==> src/rtl/boron_pkg.sv <==
// Shared definitions for the Boron datapath: default widths, the 4-bit
// S-box used by the key schedule, and the Add-Round-Key state encoding.
package boron_pkg;

    localparam int DEF_DATA_W     = 64;
    localparam int DEF_KEY_W      = 80;
    localparam int DEF_NUM_ROUNDS = 25;
    localparam int DEF_ROT        = 13;
    localparam int DEF_RC_MSB     = 63;

    // Boron 4-bit S-box, indexed by the input nibble.
    localparam logic [3:0] SBOX [16] = '{
        4'hE, 4'h4, 4'hB, 4'h1, 4'h7, 4'h9, 4'hC, 4'hA,
        4'hD, 4'h2, 4'h0, 4'hF, 4'h8, 4'h5, 4'h3, 4'h6
    };

    typedef enum logic [1:0] {
        ST_IDLE = 2'd0,
        ST_RUN  = 2'd1,
        ST_DONE = 2'd2
    } ark_state_e;

    function automatic logic [3:0] sbox(input logic [3:0] x);
        return SBOX[x];
    endfunction

endpackage

==> src/rtl/boron_key_update.sv <==
// One round of the Boron key schedule, purely combinational:
// rotate left by ROT, substitute the low nibble through the S-box,
// then XOR (round+1) into the 5-bit counter field ending at RC_MSB.
// The order of the three steps is significant.
module boron_key_update
    import boron_pkg::*;
#(
    parameter int KEY_W  = DEF_KEY_W,
    parameter int ROT    = DEF_ROT,
    parameter int RC_MSB = DEF_RC_MSB
) (
    input  logic [KEY_W-1:0] key_cur,
    input  logic [4:0]       round,
    output logic [KEY_W-1:0] key_next
);

    logic [KEY_W-1:0] rot_s;
    logic [4:0]       rc_s;

    // Rotate, substitute, then fold the incremented round counter in.
    always_comb begin
        rot_s    = (key_cur << ROT) | (key_cur >> (KEY_W - ROT));
        rc_s     = round + 5'd1;
        key_next = rot_s;
        key_next[3:0] = sbox(rot_s[3:0]);
        key_next[RC_MSB -: 5] = key_next[RC_MSB -: 5] ^ rc_s;
    end

endmodule

==> src/rtl/add_round_key_seq.sv <==
// Sequential Add-Round-Key engine for the Boron datapath.
// Holds the key schedule on chip, XORs the low DATA_W bits of the current
// round key into each accepted state beat and steps the schedule once per
// beat, for NUM_ROUNDS+1 beats per loaded key.
// Optional build macro ARK_FINAL_KEY_EN adds final_key_o, the schedule
// register exposed while done_o is high (zero otherwise).
module add_round_key_seq
    import boron_pkg::*;
#(
    parameter int DATA_W     = DEF_DATA_W,
    parameter int KEY_W      = DEF_KEY_W,
    parameter int NUM_ROUNDS = DEF_NUM_ROUNDS,
    parameter int ROT        = DEF_ROT,
    parameter int RC_MSB     = DEF_RC_MSB
) (
    input  logic              clk_i,
    input  logic              rst_i,
    input  logic              key_load_i,
    input  logic [KEY_W-1:0]  key_i,
    input  logic              in_valid_i,
    output logic              in_ready_o,
    input  logic [DATA_W-1:0] data_i,
    output logic              out_valid_o,
    input  logic              out_ready_i,
    output logic [DATA_W-1:0] data_o,
    output logic [4:0]        round_o,
    output logic              done_o
`ifdef ARK_FINAL_KEY_EN
    ,
    output logic [KEY_W-1:0]  final_key_o
`endif
);

    localparam logic [4:0] LAST_ROUND = 5'(NUM_ROUNDS);

    ark_state_e       state_r;
    logic [KEY_W-1:0] key_r;
    logic [4:0]       round_r;
    logic [KEY_W-1:0] key_next_s;
    logic             accept_s;

    boron_key_update #(
        .KEY_W  (KEY_W),
        .ROT    (ROT),
        .RC_MSB (RC_MSB)
    ) u_key_update (
        .key_cur  (key_r),
        .round    (round_r),
        .key_next (key_next_s)
    );

    // Ready only while running; a key load in the same cycle blocks the beat.
    always_comb begin
        if ((state_r == ST_RUN) && !key_load_i) begin
            in_ready_o = !out_valid_o || out_ready_i;
        end else begin
            in_ready_o = 1'b0;
        end
        accept_s = in_valid_i && in_ready_o;
    end

    // Control FSM, key schedule and registered result outputs.
    always_ff @(posedge clk_i) begin
        if (rst_i) begin
            state_r     <= ST_IDLE;
            key_r       <= {KEY_W{1'b0}};
            round_r     <= 5'd0;
            out_valid_o <= 1'b0;
            data_o      <= {DATA_W{1'b0}};
            round_o     <= 5'd0;
            done_o      <= 1'b0;
        end else begin
            // Single output stage: load on accept, drain on downstream ready.
            if (accept_s) begin
                data_o      <= data_i ^ key_r[DATA_W-1:0];
                round_o     <= round_r;
                out_valid_o <= 1'b1;
            end else if (out_ready_i) begin
                out_valid_o <= 1'b0;
            end else begin
                out_valid_o <= out_valid_o;
            end

            if (key_load_i) begin
                key_r   <= key_i;
                round_r <= 5'd0;
                done_o  <= 1'b0;
                state_r <= ST_RUN;
            end else begin
                case (state_r)
                    ST_RUN: begin
                        if (accept_s) begin
                            if (round_r == LAST_ROUND) begin
                                // Final key is kept in place for final_key_o.
                                state_r <= ST_DONE;
                                done_o  <= 1'b1;
                            end else begin
                                key_r   <= key_next_s;
                                round_r <= round_r + 5'd1;
                            end
                        end else begin
                            state_r <= ST_RUN;
                        end
                    end
                    ST_IDLE: state_r <= ST_IDLE;
                    ST_DONE: state_r <= ST_DONE;
                    default: state_r <= ST_IDLE;
                endcase
            end
        end
    end

`ifdef ARK_FINAL_KEY_EN
    // Expose the last schedule value only once all rounds are consumed.
    always_comb begin
        if (done_o) begin
            final_key_o = key_r;
        end else begin
            final_key_o = {KEY_W{1'b0}};
        end
    end
`endif

endmodule
==> config.mk <==
export PLATFORM = sky130hd
export DESIGN_NAME = add_round_key_seq
export DESIGN_NICKNAME = d
export VERILOG_FILES = /design/src/rtl/boron_pkg.sv /design/src/rtl/boron_key_update.sv /design/src/rtl/add_round_key_seq.sv
export SDC_FILE = /design/constraint.sdc
export NUM_CORES = 1
export LEC_CHECK = 0
export BUFFER_PORTS_ARGS = -buffer_cell sky130_fd_sc_hd__clkbuf_2
export CAP_MARGIN = 30
export CELL_PAD_IN_SITES_DETAIL_PLACEMENT = 1
export CELL_PAD_IN_SITES_GLOBAL_PLACEMENT = 1
export CORE_ASPECT_RATIO = 1.75
export CORE_UTILIZATION = 40
export DETAILED_ROUTE_END_ITERATION = 8
export GPL_TIMING_DRIVEN = 0
export PLACE_DENSITY_LB_ADDON = 0.1
export SLEW_MARGIN = 10
export SYNTH_ARGS = -nofsm -noshare
export SYNTH_HDL_FRONTEND = slang
export SYNTH_HIERARCHICAL = 1
export SYNTH_SLANG_ARGS = --single-unit
export TNS_END_PERCENT = 1
==> constraint.sdc <==
create_clock -name clk_i -period 2 [get_ports clk_i]
set_input_delay 0.4 -clock clk_i [delete_from_list [all_inputs] [get_ports clk_i]]
set_output_delay 0.4 -clock clk_i [all_outputs]
set_load 0.02 [all_outputs]
==> qor.yml <==
run_status:
  status: "completed"
synth:
  syn_nets: 968
  synth_top_area_cell: "dfxtp_1"
  netlist_instances: 812
  synth_cell_type_count: 31
  yosys.area.top_type_share: 0.395
  yosysWarnings: 6
  synth_area_leaders: "dfxtp_1 39%, a211oi_2 12%, mux2i_1 10%"
  syn_area_per_cell_um2: 9.87
  synth_common_cells: "158 x dfxtp_1, 153 x nor2_1, 81 x mux2i_1"
  async_flop_share: 0
  ys_seq_elements: 158
  syn_area_um2: 8020
  yosysMostFrequentCell: "dfxtp_1"
  yosys_most_used_dff: "dfxtp_1"
  synth_edf_count: 0
  yosysSeqAreaShare: 0.395
sta:
  slew_headroom: 0.462
  fin_crit_ns: 1.88
  fmax_ghz: 0.532
  finalSetupViolCount: 0
  tightest_slew_ns: 0.808
  slew_viol_final: 0
  rsz0062_at_grt: "false"
  fin_crit_sh: 0.940
  setup_slack_ns: 0.120
  clock-skew-final_ns: 0.0119
  hold_viol_final: 0
  finalSetupTns_ns: 0
worst_setup_path:
  r2r_start: "round_r[1]$_SDFFE_PP0P_"
  worstSetupStartpointType: "flop"
  rr_endpoint: "key_r[70]$_SDFFE_PP0P_"
  arrival_ns: 2.16
  r2r_cells: 9
  reg2reg_slack_ns: 0.12
  end_kind: "flop"
  required_ns: 2.28
  cp_max_fo: 10
  crit_type: "flop to flop"
final_layout:
  syn_to_final_growth_pct: 25.5
  drive_gt1_frac: 0.430
  nNetsFinal: 1206
  fillCellCount: 2353
worst_hold_path:
  hold_class: "input pin to flop"
  hold_start: "data_i[61]"
  whs_path_depth: 3
  min_to: "data_o[61]$_SDFFE_PP0P_"
global_routing:
  grt_pass1_vias: 6853
  grt_usage: 0.248
  grt_pass1_wl_mm: 37.8
  grt-ovfl-total: 0
  grt_max_degree: 17
  antenna_found_initial: 3
route:
  wl_per_cell_um: 19.1
  drtAntennaViolNets: 0
  first_pass_iters: 4
  viasPerCell: 4.99
  via_count: 6537
  routed_wl_mm: 25.1
  initialDrtViolationCount: 171
  drc: 0
floorplan:
  core_area_um2: 19700
  die_h_um: 189
  dieArea_um2: 20600
  ioPinCount: 221
  chipWidth_um: 109
  rows: 68
  start_util: 0.408
cts:
  clk_latency_ns: 0.43
  clk_pin_slew_worst_paths_ns: 0.07
  htreeDepth: 4
  clk_path_buf_depth: 2
  cts_buffers: 17
  cts_tree: "built"
  clock_sinks: 158
  ctsHoldBuffers: 0
  cts_setup_buffers: 0
  clock-root-buffer: "clkbuf_16"
placement:
  dp_hpwl_mm: 19.8
  dp_slack_ns: -0.210
  routabilityCongestion: 0.785
  portBuffers: 219
power_and_ir_drop:
  p_leak_uw: 0.00440
  power_density_nw_per_um2: 824
  vdd_ir_drop_max_uv: 536
run:
  max_cap_violations: 0
## layout by cell type, fill, tap and decap left out, types with 4 or more instances in the layout
| cell type | instances |
|---|---|
| clkbuf_4 | 5 |
| mux2i_1 | 81 |
| inv_1 | 8 |
| xnor2_1 | 71 |
| inv_6 | 6 |
| nand2_1 | 11 |
| nand3_1 | 4 |
| dfxtp_1 | 156 |
| clkbuf_1 | 19 |
| a211oi_1 | 59 |
| a211oi_2 | 85 |
| nor2_1 | 153 |
| a21oi_1 | 11 |
| buf_2 | 15 |
| buf_6 | 11 |
| clkbuf_16 | 17 |
| buf_4 | 76 |
| xor2_1 | 6 |
| clkinv_2 | 4 |
| nor3_1 | 5 |
| clkbuf_2 | 225 |
| ha_1 | 7 |
## sequential cells by signal, indices dropped and copies added (netlist names)
name and count:
state_r 2, key_r 80, data_o 64, done_o 1, round_r 5, round_o 5, out_valid_o 1
## kinds of logic (layout without fill, tap and decap cells)
logic type,Yosys count,count (layout),share of synthesized area
AND/OR/NAND/NOR,187,187,0.0957
AO/OA/AOI/OAI,160,160,0.196
flip-flops,158,158,0.395
buffers and inverters,141,392,0.114
multiplexers,82,82,0.104
XOR/XNOR,77,77,0.0841
adder cells (fa/ha/maj),7,7,0.0109
other,0,2,0
## worst max-delay path by stage
stage	end	start	depth (start not counted)
after detailed placement	data_o[54]$_SDFFE_PP0P_	rst_i	4
after floorplan	key_r[69]$_SDFFE_PP0P_	round_r[0]$_SDFFE_PP0P_	8
final	key_r[70]$_SDFFE_PP0P_	round_r[1]$_SDFFE_PP0P_	9
after global placement	data_o[62]$_SDFFE_PP0P_	state_r[1]$_SDFFE_PP0P_	8
after global routing	data_o[48]$_SDFFE_PP0P_	state_r[1]$_SDFFE_PP0P_	8
after CTS	data_o[46]$_SDFFE_PP0P_	state_r[1]$_SDFFE_PP0P_	8
## per-layer routing
metal / track usage / up-vias / part of all wire
met2: 0.478 / 166 / 0.56
met4: 0.0920 / 2 / 0.025
met5: 0 / - / 0.00052
met1: 0.259 / 3113 / 0.38
met3: 0.0413 / 38 / 0.038
li1: - / 3218 / -
## worst max-delay path, cell delays in order (launching register included)
cell      delay, ns
dfxtp_4        0.37
inv_1          0.06
ha_1           0.19
nand4b_4       0.15
a41o_1         0.28
buf_6          0.14
buf_8          0.16
buf_4          0.18
nor2_1         0.13
a211oi_2       0.06
## cell type report
cell class / instances / area, um2 / share of cell area
Multi-Input combinational cell: 513 / 3960 / 0.394
Sequential cell: 158 / 3170 / 0.315
Inverter: 8 / 30.0 / 0.00299
Clock inverter: 15 / 135 / 0.0134
Antenna cell: 2 / 5.00 / 0.000498
Timing Repair Buffer: 219 / 1100 / 0.109
Clock buffer: 17 / 425 / 0.0423
Tap cell: 245 / 307 / 0.0305
Buffer: 133 / 923 / 0.0918
## report_power, final
| part | internal, uW | switching [uW] | total (uW) |
|---|---|---|---|
| registers | 3350 | 199 | 3550 |
| clock network | 1730 | 1470 | 3200 |
| logic | 751 | 789 | 1540 |
| total | 5830 | 2460 | 8290 |
## metrics by stage
| step | power, uW | hold WS [ns] | area (um2) | utilization | cells |
|---|---|---|---|---|---|
| floorplan | 4640 | 0.485 | 8020 | - | 812 |
| global placement | 5130 | 0.443 | 9420 | 0.479 | 1276 |
| detailed placement | 5160 | 0.450 | 9420 | 0.479 | 1276 |
| CTS | 8350 | 0.247 | 10000 | 0.509 | 1308 |
| global route | 8630 | 0.270 | 10100 | 0.512 | 1310 |
| finish | 8290 | 0.257 | 10100 | 0.512 | 1310 |
## repair_timing
action / CTS / global route
resized for setup: 13 / 14
endpoints found under the setup margin: 136 / 63
pin swaps: 0 / 0
No activity file was read; power rests on OpenSTA's default activity.
